`src/rtl/branch_resolve_unit.sv`:
```
// RV32I branch resolution behind a single-entry valid/ready register.
// Also keeps saturating counters of completed branches and mispredicts.
module branch_resolve_unit #(
  parameter int unsigned XLEN  = 32,
  parameter int unsigned CNT_W = 16
) (
  input  logic             clk,
  input  logic             rst_n,
  input  logic             in_valid,
  output logic             in_ready,
  input  logic             is_branch,
  input  logic             is_jump,
  input  logic [2:0]       func3,
  input  logic [XLEN-1:0]  rs1,
  input  logic [XLEN-1:0]  rs2,
  input  logic [XLEN-1:0]  pc,
  input  logic [XLEN-1:0]  imm,
  input  logic             pred_taken,
  input  logic             flush,
  output logic             out_valid,
  input  logic             out_ready,
  output logic             taken,
  output logic [XLEN-1:0]  target,
  output logic             mispredict,
  output logic             illegal,
  output logic [CNT_W-1:0] branch_cnt,
  output logic [CNT_W-1:0] mispred_cnt
);

  logic            accept, handshake;
  logic            cond_taken, cond_illegal;
  logic            res_taken, res_illegal;
  logic [XLEN-1:0] res_target;

  logic             out_valid_q, taken_q, mispredict_q, illegal_q, is_br_q;
  logic [XLEN-1:0]  target_q;
  logic [CNT_W-1:0] branch_cnt_q, mispred_cnt_q;

  assign in_ready  = !out_valid_q || out_ready;
  assign accept    = in_valid && in_ready && !flush;
  assign handshake = out_valid_q && out_ready;

  always_comb begin
    cond_taken   = 1'b0;
    cond_illegal = 1'b0;
    case (func3)
      3'b000:  cond_taken = (rs1 == rs2);
      3'b001:  cond_taken = (rs1 != rs2);
      3'b100:  cond_taken = ($signed(rs1) < $signed(rs2));
      3'b101:  cond_taken = ($signed(rs1) >= $signed(rs2));
      3'b110:  cond_taken = (rs1 < rs2);
      3'b111:  cond_taken = (rs1 >= rs2);
      default: cond_illegal = 1'b1;
    endcase
  end

  // A jump overrides whatever func3 says, including reserved encodings.
  always_comb begin
    res_taken   = is_jump || (is_branch && cond_taken);
    res_illegal = is_branch && !is_jump && cond_illegal;
    res_target  = res_taken ? (pc + imm) : (pc + XLEN'(4));
  end

  always_ff @(posedge clk or negedge rst_n) begin
    if (!rst_n) begin
      out_valid_q  <= 1'b0;
      taken_q      <= 1'b0;
      target_q     <= '0;
      mispredict_q <= 1'b0;
      illegal_q    <= 1'b0;
      is_br_q      <= 1'b0;
    end else begin
      if (flush) begin
        out_valid_q <= 1'b0;
      end else if (accept) begin
        out_valid_q <= 1'b1;
      end else if (handshake) begin
        out_valid_q <= 1'b0;
      end
      if (accept) begin
        taken_q      <= res_taken;
        target_q     <= res_target;
        mispredict_q <= res_taken ^ pred_taken;
        illegal_q    <= res_illegal;
        is_br_q      <= is_branch || is_jump;
      end
    end
  end

  // Counting on the output handshake means a flushed entry never counts.
  always_ff @(posedge clk or negedge rst_n) begin
    if (!rst_n) begin
      branch_cnt_q  <= '0;
      mispred_cnt_q <= '0;
    end else if (handshake) begin
      if (is_br_q && (branch_cnt_q != '1)) begin
        branch_cnt_q <= branch_cnt_q + CNT_W'(1);
      end
      if (mispredict_q && (mispred_cnt_q != '1)) begin
        mispred_cnt_q <= mispred_cnt_q + CNT_W'(1);
      end
    end
  end

  assign out_valid   = out_valid_q;
  assign taken       = taken_q;
  assign target      = target_q;
  assign mispredict  = mispredict_q;
  assign illegal     = illegal_q;
  assign branch_cnt  = branch_cnt_q;
  assign mispred_cnt = mispred_cnt_q;

endmodule

```
`config.mk`:
```
export PLATFORM = sky130hd
export DESIGN_NAME = branch_resolve_unit
export DESIGN_NICKNAME = d
export VERILOG_FILES = /design/src/rtl/branch_resolve_unit.sv
export SDC_FILE = /design/constraint.sdc
export NUM_CORES = 1
export LEC_CHECK = 0
export BUFFER_PORTS_ARGS = -buffer_cell sky130_fd_sc_hd__buf_2
export CAP_MARGIN = 20
export CORE_UTILIZATION = 30
export DETAILED_ROUTE_END_ITERATION = 8
export GPL_ROUTABILITY_DRIVEN = 1
export SYNTH_ARGS = -nofsm -noshare
export SYNTH_HDL_FRONTEND = slang
export SYNTH_SLANG_ARGS = --single-unit
```
`constraint.sdc`:
```
create_clock -name clk -period 2.2 [get_ports clk]
set_clock_uncertainty 0.2 [all_clocks]
set_input_delay 0.22 -clock clk [delete_from_list [all_inputs] [get_ports clk]]
set_output_delay 0.22 -clock clk [all_outputs]
set_load 0.1 [all_outputs]
```
==> results summary <==
Setup total negative slack on the finished layout was measured at -9.947 ns. After synthesis, the netlist uses 56 different library cells. Along the worst path, the maximum fanout reaches 14. The fraction of the yosys area taken by sequential cells came out at 28.89%.

The via count of the first global-routing pass is 5864. The DRC violations left came out at 0. Walking the worst path, the cells encountered are buf_2 > ha_4 > nand4_1 > nor4_2 > a21boi_2 > o31ai_2 > mux2i_1 > mux2i_1 > o21ai_4 > buf_12 > or3_1 > o211ai_1. The wire length of the first global-routing pass came out at 27770 um.

In the final layout, flip-flops and latches occupy 1805 sq um. The antenna diode instance count came out at 0. The cell at the slowest stage of the critical path is sky130_fd_sc_hd__nor4_2. The global placement routability congestion came out at 0.8642.

In this run the tool buffered the top-level ports with 207 buffer cells. The final-stage net count came out at 1256. The area growth from synthesis to layout is 57.94%. The number of synthesized flops with an enable pin came out at 0. Max-cap violations in this run came to 0. Summing over every cut layer, the via total after detailed routing is 6217. The arrival time at the worst endpoint is 2.61 ns. The remaining antenna violation count after routing is 0. The detail-routed via count per cell is 4.710. The sum of routed wire length over all layers came out at 17840 um. The share of flip-flops with an asynchronous set or reset after synthesis is 100.0%. The final reports fail on setup timing. The critical path buffer and inverter count is 2. The flow ran to the end, but the final reports show violations.

The pre-CTS setup slack is -0.7413 ns. The count of synthesis-stage warnings from yosys came out at 0. In the final routed layout, each cell accounts on average for 13.52 um.

Summed over all nets, the half-perimeter wirelength after detailed placement is 14650 um. The die is 143.1 um tall. The worst-case IR drop observed on VDD is 0.0003981 V. The floorplan die area is 20490 sq um. The slew at the pin closest to its max-slew limit came out at 0.5369 ns.

The flop and latch count out of synthesis came out at 69. The maximum buffer depth of the clock tree came out at 2. The final-report max-slew violation count came to 0.

Fill cells in the final layout number 1876. The total congestion overflow is 0. STA classifies the critical path endpoint as a flip-flop. The areal power density over the cells is 685.3 nW/um^2. The clock net in this run drives a total of 69 sinks. The final core area utilization came out at 48.49%. The worst hold path belongs to the class input port to flip-flop. The CTS tree is built. The highest clock rate came out at 389.2 MHz.

Entering global routing, the biggest net connects 45 pins. The total standard cell area after synthesis came out at 5976 sq um. The share of post-route cells with drive strength above 1 came out at 47.20%. The part of the cycle the worst path needs is 116.8%. The clock-pin slew on the worst setup and hold paths is 0.06 ns.

The family of cells with the greatest summed delay on the critical path is simple AND/OR/NAND/NOR gates. In the synthesized netlist the dominant register cell turns out to be sky130_fd_sc_hd__dfrtp_1. In this run the static leakage power is 4.587 nW.

After synthesis, the cell types taking the most area are sky130_fd_sc_hd__dfrtp_1 29%, sky130_fd_sc_hd__ha_1 14%, sky130_fd_sc_hd__xnor2_1 8.4%. The least setup slack across all paths after layout came out at -0.3692 ns. The headroom to the max-slew limit came out at 64.46%. The total clock buffers created by CTS came out at 9. The synthesized area per cell came out at 8.561 sq um.

On the worst path, the slowest cell contributes a delay of 0.36 ns. The length of the first detailed-routing pass in iterations came out at 4. The tree is rooted in a sky130_fd_sc_hd__clkbuf_16. The post-synthesis net count came out at 904. The initial antenna violation count is 0.

The insertion delay to the later sink of the worst-skew pair is 0.33 ns. The most common cell in the synthesized netlist is sky130_fd_sc_hd__nand2_1. The gate count of the mapped netlist is 698. The post-layout total power came out at 6.468 mW. After synthesis, the largest area contributor takes up 28.89% of total cell area. The initial utilization of the core area, before any placement, comes to 30.70%. The core area is 19460 sq um. The count of endpoints failing hold in the final timing report is 0. The startpoint class of the critical path is an input port. The number of core rows is 51. The global-route total usage across every layer came out at 17.11%.

From left edge to right edge, the die measures 143.1 um. The depth of the CTS H-tree is 3. Data on the critical path is required at its endpoint by 2.24 ns. 208 I/O pins were placed. The number of standard cells in the layout, taps in and fillers out is 1320. The shortest clock period the worst path allows after layout is 2.569 ns. The commonest cells after synthesis are 86 x sky130_fd_sc_hd__nand2_1, 69 x sky130_fd_sc_hd__dfrtp_1, 66 x sky130_fd_sc_hd__ha_1, 57 x sky130_fd_sc_hd__xnor2_1, 44 x sky130_fd_sc_hd__inv_1. The initial detailed-routing violation count came out at 213. The area occupied by multi-input gates came out at 4523 sq um. The instance count after placement with tap cells included is 1290.

The synthesized design spends more area on one cell type than any other, namely sky130_fd_sc_hd__dfrtp_1. Setup repair after global routing could not meet its margin everywhere. In this design, the critical path's most frequently occurring cell is sky130_fd_sc_hd__mux2i_1.

The critical path in this run is classified as input port to flip-flop. The total of endpoints with negative setup slack in the final report is 34.
## report_power, final
| part | switching [mW] | total, mW | internal [mW] |
|---|---|---|---|
| clock | 0.552 | 1.38 | 0.824 |
| sequential | 0.194 | 1.68 | 1.49 |
| combinational | 2.40 | 3.41 | 1.00 |
| total | 3.15 | 6.47 | 3.32 |
## what timing repair did
item                                    CTS  global route
hold endpoints to repair                 71             0
hold buffers                              4             0
buffers inserted                          1             8
endpoints found under the setup margin   34            39
resized for setup                        27            42
pin swaps                                 8             6
gates cloned                              0             1
## routing by layer
layer / track usage (%) / vias to the layer above / share of wire [%]
li1: - / 3215 / -
met3: 2.079 / 18 / 3.3
met5: 0 / - / 0
met1: 22.21 / 2839 / 46
met4: 5.659 / 0 / 1.6
met2: 29.22 / 145 / 49
## stage by stage
stage	instance area [sq um]	hold WS (ns)
after global routing	9438	0.03659
after floorplan	6365	-0.2756
final	9438	0.01959
after detailed placement	8667	-0.04391
after CTS	9144	0.03558
after global placement	8667	-0.04430
## state kept, by name, indices dropped and copies added (netlist names)
| signal | count |
|---|---|
| taken | 1 |
| is_br_q | 1 |
| branch_cnt | 16 |
| out_valid | 1 |
| target | 32 |
| illegal | 1 |
| mispredict | 1 |
| mispred_cnt | 16 |
## cell type report
class / count / share of cell area [%]
multi-input combinational: 569 / 47.93
tap: 265 / 3.513
inverter: 44 / 2.002
clock buffer: 11 / 2.678
sequential: 69 / 19.13
timing repair buffer: 357 / 24.39
clock inverter: 5 / 0.3579
## kinds of logic (layout without fill, tap and decap cells)
family	after synthesis	count (layout)	synth area share [%]
AND/OR/NAND/NOR	245	245	20.08
AO/OA/AOI/OAI	145	145	15.70
XOR/XNOR	87	87	12.75
flip-flops	69	69	28.89
adder cells (fa/ha/maj)	67	67	14.15
buffers and inverters	60	417	4.125
multiplexers	25	25	4.292
## worst reg2reg max path: cells and delay by family (launching register included)
kind	cells	cell delay, ns
DFF	1	0.43
xor gates and xnor gates	1	0.11
and+or+nand+nor	6	0.98
AOI/OAI and AO/OA	1	0.30
## worst paths after layout
kind                                     from         endpoint  slack, ns  depth (start not counted)
worst max-delay path                   rs1[8]       target[20]      -0.37                         12
worst min-delay path                  is_jump          is_br_q       0.02                          3
worst max register to register  branch_cnt[9]    branch_cnt[9]       0.11                          8
worst min register to register          taken            taken       0.26                          2
max in group asynchronous               rst_n   mispred_cnt[0]       1.10                          3
min in group asynchronous               rst_n  mispred_cnt[10]       0.14                          2
## cells in the final DEF (no fill, tap or decap), drive strengths merged, types with 3 or more instances in the layout
| master | Yosys | final |
|---|---|---|
| mux2i | 20 | 20 |
| nand3 | 36 | 36 |
| and3 | 13 | 13 |
| o211ai | 8 | 8 |
| clkbuf | 11 | 12 |
| a31oi | 3 | 3 |
| a21o | 12 | 12 |
| a21oi | 37 | 37 |
| a211oi | 4 | 4 |
| o21a | 6 | 6 |
| nand4 | 25 | 25 |
| nor4 | 4 | 4 |
| dlygate4sd3 | 0 | 4 |
| and4 | 8 | 8 |
| o21bai | 5 | 5 |
| o311ai | 7 | 7 |
| or3 | 4 | 4 |
| buf | 5 | 352 |
| nor3 | 13 | 13 |
| nand2 | 86 | 86 |
| nand2b | 3 | 3 |
| and2 | 6 | 6 |
| dfrtp | 69 | 69 |
| nor2 | 38 | 38 |
| xnor2 | 57 | 57 |
| nor2b | 3 | 3 |
| o21ai | 42 | 42 |
| clkinvlp | 0 | 3 |
| inv | 44 | 44 |
| ha | 66 | 66 |
| xor2 | 30 | 30 |
| mux2 | 5 | 5 |
Note: power is estimated with default switching activity, not from simulation.
